### src/rtl/shift_pkg.sv
// Shared constants for the sequential barrel shifter: op codes,
// FSM state encodings and default widths.
package shift_pkg;

  localparam int DATA_W = 32;
  localparam int AMT_W  = 5;

  localparam logic [1:0] OP_SLL     = 2'b00;
  localparam logic [1:0] OP_SRL     = 2'b01;
  localparam logic [1:0] OP_SRA     = 2'b10;
  localparam logic [1:0] OP_SRL_ALT = 2'b11;

  localparam logic [1:0] ST_IDLE = 2'd0;
  localparam logic [1:0] ST_RUN  = 2'd1;
  localparam logic [1:0] ST_DONE = 2'd2;

  function automatic int cnt_w(input int n);
    return (n > 1) ? $clog2(n) : 1;
  endfunction

endpackage

### src/rtl/shift_stage.sv
// One combinational barrel stage: shifts by 2^k when enabled,
// otherwise passes the word through unchanged.
module shift_stage #(
  parameter int DATA_W = 32,
  parameter int AMT_W  = 5,
  parameter int KW     = 3
) (
  input  logic [DATA_W-1:0] work_i,
  input  logic [1:0]        op_i,
  input  logic [KW-1:0]     k_i,
  input  logic              en_i,
  output logic [DATA_W-1:0] work_o
);
  import shift_pkg::*;

  logic [AMT_W-1:0] sh;

  assign sh = AMT_W'(1) << k_i;

  always_comb begin
    work_o = work_i;
    if (en_i) begin
      unique case (op_i)
        OP_SLL:  work_o = work_i << sh;
        OP_SRA:  work_o = $signed(work_i) >>> sh;
        default: work_o = work_i >> sh;
      endcase
    end
  end

endmodule

### src/rtl/shift_seq.sv
// Multi-cycle shifter, one barrel stage per cycle with start/busy/done.
// Optional SHIFT_SEQ_ZERO_BYPASS_EN completes zero-amount shifts in one cycle.
module shift_seq #(
  parameter int DATA_W = shift_pkg::DATA_W,
  parameter int AMT_W  = shift_pkg::AMT_W
) (
  input  logic              clk,
  input  logic              rst,
  input  logic              start,
  input  logic [1:0]        op,
  input  logic [DATA_W-1:0] data_in,
  input  logic [31:0]       amt,
  output logic              busy,
  output logic              done,
  output logic [DATA_W-1:0] result
);
  import shift_pkg::*;

  localparam int KW = cnt_w(AMT_W);
  localparam logic [KW-1:0] K_LAST = KW'(AMT_W - 1);

  logic [1:0]        state_q, state_d;
  logic [KW-1:0]     k_q, k_d;
  logic [DATA_W-1:0] work_q, work_d;
  logic [DATA_W-1:0] res_q, res_d;
  logic [1:0]        op_q, op_d;
  logic [AMT_W-1:0]  amt_q, amt_d;
  logic [DATA_W-1:0] stage_out;
  logic              unused_amt_hi;

  // Only the low AMT_W amount bits can ever matter.
  assign unused_amt_hi = ^amt[31:AMT_W];

  shift_stage #(
    .DATA_W (DATA_W),
    .AMT_W  (AMT_W),
    .KW     (KW)
  ) u_stage (
    .work_i (work_q),
    .op_i   (op_q),
    .k_i    (k_q),
    .en_i   (amt_q[k_q]),
    .work_o (stage_out)
  );

  always_comb begin
    state_d = state_q;
    k_d     = k_q;
    work_d  = work_q;
    res_d   = res_q;
    op_d    = op_q;
    amt_d   = amt_q;
    unique case (state_q)
      ST_IDLE, ST_DONE: begin
        state_d = ST_IDLE;
        if (start) begin
          work_d  = data_in;
          op_d    = op;
          amt_d   = amt[AMT_W-1:0];
          k_d     = '0;
          state_d = ST_RUN;
`ifdef SHIFT_SEQ_ZERO_BYPASS_EN
          if (amt[AMT_W-1:0] == '0) begin
            res_d   = data_in;
            state_d = ST_DONE;
          end
`endif
        end
      end
      ST_RUN: begin
        work_d = stage_out;
        if (k_q == K_LAST) begin
          res_d   = stage_out;
          state_d = ST_DONE;
        end else begin
          k_d = k_q + KW'(1);
        end
      end
      default: state_d = ST_IDLE;
    endcase
  end

  always_ff @(posedge clk) begin
    if (rst) begin
      state_q <= ST_IDLE;
      k_q     <= '0;
      work_q  <= '0;
      res_q   <= '0;
      op_q    <= OP_SLL;
      amt_q   <= '0;
    end else begin
      state_q <= state_d;
      k_q     <= k_d;
      work_q  <= work_d;
      res_q   <= res_d;
      op_q    <= op_d;
      amt_q   <= amt_d;
    end
  end

  assign busy   = (state_q == ST_RUN);
  assign done   = (state_q == ST_DONE);
  assign result = res_q;

endmodule

### config.mk
export PLATFORM = sky130hd
export DESIGN_NAME = shift_seq
export DESIGN_NICKNAME = d
export VERILOG_FILES = /design/src/rtl/shift_pkg.sv /design/src/rtl/shift_stage.sv /design/src/rtl/shift_seq.sv
export SDC_FILE = /design/constraint.sdc
export NUM_CORES = 1
export LEC_CHECK = 0
export CORE_MARGIN = 1.5
export CORE_UTILIZATION = 30
export DETAILED_ROUTE_END_ITERATION = 12
export PLACE_DENSITY = 0.6
export SETUP_SLACK_MARGIN = 0.3
export SYNTH_ARGS = -nofsm -noshare
export SYNTH_HDL_FRONTEND = slang
export SYNTH_SLANG_ARGS = --single-unit
### constraint.sdc
create_clock -name clk -period 2.5 [get_ports clk]
set_input_delay 0.5 -clock clk [delete_from_list [all_inputs] [get_ports clk]]
set_output_delay 0.5 -clock clk [all_outputs]
set_load 0.02 [all_outputs]
* Word-level counts from Yosys, hierarchy flattened *
Index checks and enable logic that the tools add are counted.

cells by class
  add/subtract/negate cells = 1
  reduce and logical (&&, ||, !) cells = 8
  equal/unequal tests = 7
  magnitude comparators = 1
  shifts and indexed selects = 4
  multiplexer cells = 12

operators with widths
  cell                                                                          count
  32-bit case mux with 2 select lines                                           2
  32-bit 2-to-1 mux                                                             2
  32-bit by 5-bit << shifter with 32-bit output                                 1
  32-bit by 5-bit >> shifter with 32-bit output                                 1
  32-bit by 5-bit >>> shifter with 32-bit output                                1
  3-bit 2-to-1 mux                                                              2
  3-bit case mux with 2 select lines                                            1
  2-bit AND reduction                                                           3
  1-bit by 3-bit << shifter with 5-bit output, first input constant             1
  2-bit == test, second input constant                                          2
  2-bit zero test                                                               2
  3-bit by 4-bit less-than comparator with 1-bit output, second input constant  1
  2-bit != test, second input constant                                          2
  2-bit case mux with 2 select lines                                            1
  3-bit by 1-bit adder with 3-bit output, second input constant                 1
  1-bit binary-select mux with 3-bit select                                     1
  3-bit == test, second input constant                                          1
  3-bit AND reduction                                                           1
  2-bit by 1-bit == test with 1-bit output, second input constant               1
  1-bit 2-to-1 mux                                                              2
  2-bit 2-to-1 mux                                                              1
  2-bit by 1-bit != test with 1-bit output, second input constant               1
  2-bit nonzero test                                                            1
  2-bit OR reduction                                                            1

word-level totals
  word-level logic and storage cells = 39
  register bits = 76
  bits of input ports = 69
  output and inout port bits = 34

* Depth between registers and ports, before layout *
  word-level depth = 5
  depth in mapped cells = 13
  gate-level depth less buffers = 9

* Cells and area by module *
From an unflattened synthesis, not the netlist that was laid out.

second synthesis, totals
  cells, all modules = 900
  area total of the unflattened synthesis = 6,809.0 um^2

by module, submodules not included
  module       area each (um^2)  times used  cells each  sequential area each (um^2)
  shift_stage  3,769.9           1           516         0.0
  shift_seq    3,039.2           1           384         1,521.5

* Worst setup path before layout *
Ideal clock, no wire load.

  path kind = reg-to-reg
  from = register k_q[2]
  to = register work_q[18]
  period minus slack after synthesis = 2,661 ps
  stages on the path, launching flop included = 14
  path buffers = 6
  slack = -161 ps
  data arrival time = 2,533 ps
  required time = 2,372 ps
  setup time = 128 ps
  path through = dfxtp_1 > buf_6 > buf_4 > inv_2 > buf_2 > ha_1 > clkbuf_1 > clkbuf_1 > clkbuf_1 > o21ai_0 > o221ai_1 > a21oi_1 > a221oi_1 > nor2_1

between the ends
  longest elaborated chain between the ends = 5
  elaborated cells on any way between the ends = 9

ends and longest elaborated chain
  element                                                                      RTL line           RTL
  from (decl)                                                                  shift_seq.sv:23    logic [KW-1:0] k_q, k_d;
  from (signal assigned)                                                       shift_seq.sv:93    k_q <= k_d;
  1-bit by 3-bit << shifter with 5-bit output                                  shift_stage.sv:18  assign sh = AMT_W'(1) << k_i;
  32-bit by 5-bit >> shifter with 32-bit output, or another cell as far along  shift_stage.sv:26  default: work_o = work_i >> sh;
  32-bit case mux with 2 select lines                                          shift_stage.sv:23  unique case (op_i)
  32-bit 2-to-1 mux (*)                                                        shift_stage.sv:22  if (en_i) begin
  32-bit case mux with 2 select lines (*)                                      shift_seq.sv:53    unique case (state_q)
  to (signal assigned)                                                         shift_seq.sv:94    work_q <= work_d;
  to (decl)                                                                    shift_seq.sv:24    logic [DATA_W-1:0] work_q, work_d;

Mark *: on every way between the ends. The rest lies on a longest branch, timed or not. The select of a mux whose other input is x is not followed.
A chain may end at the register's enable or synchronous reset.

* Worst setup path in the final report *
  from = register k_q[0]
  to = register res_q[1], in the netlist result[1]

between the ends
  longest elaborated chain between the ends = 4
  elaborated cells on any way between the ends = 10

ends and longest elaborated chain
  element                                                                      RTL line           RTL
  1-bit by 3-bit << shifter with 5-bit output                                  shift_stage.sv:18
  32-bit by 5-bit >> shifter with 32-bit output, or another cell as far along  shift_stage.sv:26
  32-bit case mux with 2 select lines                                          shift_stage.sv:23
  32-bit 2-to-1 mux                                                            shift_stage.sv:22
  to (signal assigned)                                                         shift_seq.sv:95    res_q <= res_d;
  to (decl)                                                                    shift_seq.sv:25    logic [DATA_W-1:0] res_q, res_d;

Parallel ways exist; a longest one is shown, timed or not. The select of a mux whose other input is x is not followed.

==> reports/results.tsv <==
stage	metric	value	unit
outcome	status	finished with violations	
outcome	violated checks	negative setup slack	
pwr	Reg power frac	0.190	
pwr	Comb power frac	0.619	
global_route	initial antenna violation count	0	
clock_network	Worst-Skew Late Latency	350	ps
clock_network	CTS Root Cell	clkbuf_16	
setup_path	required time of the critical path	2730	ps
setup_path	Slowest-stage cell, CP	or4b_4	
global_route	first-pass GRT wire length	77.3	mm
floorplanning	die area	28000	um2
routing	Routed Antenna Nets	0	
min_path	min-delay worst type	reg -> reg	
routing	routed wire length	54.4	mm
global_route	GR Util met3	0.0740	
timing	final worst setup slack	-341	ps
floorplanning	Core Rows	60	
setup_path	Max stage delay on crit path	500	ps
global_route	largest net degree at the start of global routing	52	
floorplanning	core area	26700	um2
floorplanning	DIE WIDTH	167	um
timing	unrepaired setup endpoints after global routing	yes	
pwr	Clock Power Share	0.191	
final_layout	Filler Cell Count	2421	
placed_design	Port Buffer Count	75	
synthesis	synth warn	0	
clock_network	TritonCTS clock tree	done	
synthesis	Cell variety after synth	84	
flow_run	max-cap viol count	0	
final_layout	Layout area overhead	85.4	%
clock_network	Worst-path clk slew	70	ps
global_route	GRT met2 Usage	0.564	
timing	Max Slew Vio Count	0	
clock_network	clk buf depth	2	
synthesis	Synth Cell Area	8110	um2
pwr	Psw	3.16	mW
pwr	maximum VDD drop	0.304	mV
synthesis	top_reg_cell synth	dfxtp_1	
final_layout	final antenna diode count	0	
placed_design	GPL Wtd Cong	1.04	
synthesis	syn_area_per_cell	7.49	um2
placed_design	worst slack at placement	-541	ps
global_route	all-layer global routing usage	0.375	
global_route	met1 Usage GRT	0.511	
setup_path	CP Max Fanout	6	
global_route	Overflow after GRT	0	
setup_path	RR Startpoint	k_q[0]$_SDFFE_PP0P_	
pwr	Pwr Density	497	nW/um2
pwr	P_leak	5.86	nW
pwr	switching share of power	0.423	
setup_path	crit-path cells	inv_4 > ha_4 > or4b_4 > buf_8 > buf_12 > o2bb2ai_4 > nor3_2 > buf_4 > mux2_4 > a211oi_4 > o21ai_2 > o211a_1	
timing	setup violators final	61	
floorplanning	Initial Utilization	0.304	
global_route	vias in the first global route	11200	
timing	Slew @ Worst Pin	706	ps
routing	Pre-antenna DRT Iters	6	
synthesis	Mapped Nets	1157	
synthesis	Seq/Total Area, Yosys	0.188	
synthesis	asr flop ratio synth	0	
setup_path	type of origin of the critical path	flip-flop	
synthesis	Cells after Synth	1083	
final_layout	fin nets	1559	
setup_path	CP startpoint	k_q[0]$_SDFFE_PP0P_	
placed_design	Post-DP HPWL	41.2	mm
timing	Min Hold Slack	458	ps
floorplanning	Die Y	167	um
timing	fmax	352	MHz
routing	Vias	11600	
clock_network	CTS Buf Count	9	
final_layout	layout cell share with drive strength beyond 1	0.547	
setup_path	CP endpoint kind	flip-flop	
timing	Period Utilization, post-route	1.14	
synthesis	Post-synth EDFFs	0	
routing	Avg WL per Cell	29.7	um
setup_path	Worst Path Arrival	3080	ps
timing	min Tclk post-route	2840	ps
timing	Layout Skew	14.4	ps
floorplanning	io pins	103	
clock_network	CTS sink cnt	76	
timing	Max-slew headroom	0.528	
global_route	GRT busiest layer	met2	
min_path	hold_sp	result[28]$_SDFFE_PP0P_	
timing	Final Hold Fails	0	
setup_path	WS Path Type	reg -> reg	
synthesis	synthesis-stage register bit count	76	
pwr	Tot Pwr	7.48	mW
routing	DR iter-0 viols	1382	
pwr	Int Pwr	4.32	mW
routing	vias per std cell	6.35	
routing	DR DRC count	0	
clock_network	H-tree Lvls	3	
-- synth_stat cells (11+ instances only) --
| library cell | number | area (um2) |
|---|---|---|
| o211ai_1 | 16 | 120 |
| nor2_1 | 90 | 338 |
| o221ai_1 | 17 | 149 |
| nand2_1 | 108 | 405 |
| o32ai_1 | 12 | 105 |
| nor2b_1 | 11 | 68.8 |
| o21ai_0 | 46 | 230 |
| mux2_2 | 33 | 372 |
| o22ai_1 | 45 | 282 |
| a31oi_1 | 13 | 81.3 |
| nor3_1 | 28 | 140 |
| dfxtp_1 | 76 | 1520 |
| a211oi_1 | 34 | 255 |
| mux4_2 | 17 | 383 |
| buf_2 | 31 | 155 |
| a21oi_1 | 99 | 495 |
| buf_6 | 12 | 135 |
| a22oi_1 | 27 | 203 |
| nor4_1 | 15 | 93.8 |
| mux2i_1 | 47 | 470 |
| and3_1 | 12 | 75.1 |
| clkbuf_1 | 80 | 300 |
| nand3_1 | 19 | 95.1 |
-- power groups by stage --
| stage | registers (mW) | clock network (mW) | logic [mW] |
|---|---|---|---|
| after floorplan | 1.33 | 0 | 1.64 |
| after global placement | 1.43 | 0 | 3.41 |
| after detailed placement | 1.43 | 0 | 3.40 |
| after CTS | 1.40 | 1.43 | 4.07 |
| after global routing | 1.42 | 1.48 | 4.76 |
| final | 1.42 | 1.43 | 4.63 |
-- layout make-up --
cell class | count | area, um2 | share of cell area
Timing Repair Buffer | 528 | 4810 | 0.319
Multi-Input combinational cell | 859 | 7920 | 0.527
Clock buffer | 10 | 239 | 0.0159
Tap cell | 341 | 427 | 0.0284
Sequential cell | 76 | 1530 | 0.102
Inverter | 11 | 46.3 | 0.00308
Clock inverter | 6 | 70.1 | 0.00466
-- metrics by stage --
| step | util | setup TNS (ps) | area [um2] | instances |
|---|---|---|---|---|
| after global routing | 0.563 | -15380 | 15000 | 1831 |
| after global placement | 0.453 | -18590 | 12100 | 1748 |
| after detailed placement | 0.453 | -19580 | 12100 | 1748 |
| after floorplan | - | 0 | 8520 | 1083 |
| after CTS | 0.526 | -8220 | 14000 | 1799 |
| final | 0.563 | -11020 | 15000 | 1831 |
-- path summary, 6_finish.rpt --
kind	endpoint	slack [ps]	depth (start not counted)
max reg2reg	result[1]$_SDFFE_PP0P_	-340	12
min reg2reg	result[28]$_SDFFE_PP0P_	460	2
min	result[28]$_SDFFE_PP0P_	460	2
max	result[1]$_SDFFE_PP0P_	-340	12
-- cells by family after synthesis --
kind of cell,count (synthesis),synth area share
AND/OR/NAND/NOR,345,0.208
flip-flops,76,0.188
buffers and inverters,149,0.0904
AO/OA/AOI/OAI,411,0.355
adder cells (fa/ha/maj),5,0.00771
multiplexers,97,0.151
-- registers in the layout, indices dropped and copies added (netlist names) --
| signal | flops |
|---|---|
| op_q | 2 |
| work_q | 32 |
| k_q | 3 |
| state_q | 2 |
| amt_q | 5 |
| result | 32 |
-- per-layer routing --
metal	routed length [um]	vias to the layer above
met4	2950	0
met1	22400	5667
met5	0	-
met2	23100	812
met3	5830	160
li1	-	4993
-- critical path: cells and delay by family, from the launching register on --
kind	cells	cell delay, ps
AO/OA/AOI/OAI	4	760
AND/OR/NAND/NOR	2	560
buffers and inverters	4	550
flip-flops	1	370
multiplexers	1	280
adder cells (fa/ha/maj)	1	200
-- repair_timing --
| action | CTS | global route |
|---|---|---|
| gates cloned | 2 | 1 |
| pin swaps | 74 | 99 |
| buffers inserted | 33 | 31 |
| resized for setup | 277 | 144 |
| endpoints found under the setup margin | 65 | 64 |
| hold buffers | 0 | 0 |
-- cells in the final DEF (no fill, tap or decap), types with 8 or more instances in the layout --
cell             instances
o21ai_1                 13
a211oi_2                15
nor3_1                  12
a21oi_1                 68
inv_1                    8
mux2i_1                 30
nand2_2                  9
nand2b_1                 8
nand2_1                 96
nor4_2                   8
buf_4                  356
nor3_2                  11
clkbuf_16               10
o22ai_4                  8
a31oi_1                 11
mux2_4                  11
o211ai_1                16
a22oi_1                 23
mux2i_4                 10
mux2_2                  22
nand3_1                 18
a211oi_1                13
mux4_2                  17
o22ai_2                 17
nor2_4                  14
clkdlybuf4s50_1         73
and3_1                  11
o21ai_2                 15
o21ai_0                 21
nor2_1                  71
a21oi_2                 26
dfxtp_1                 73
buf_12                  28
nand4_1                  8
buf_6                   58
o22ai_1                 20
buf_8                   10
No activity file was read; power rests on OpenSTA's default activity.
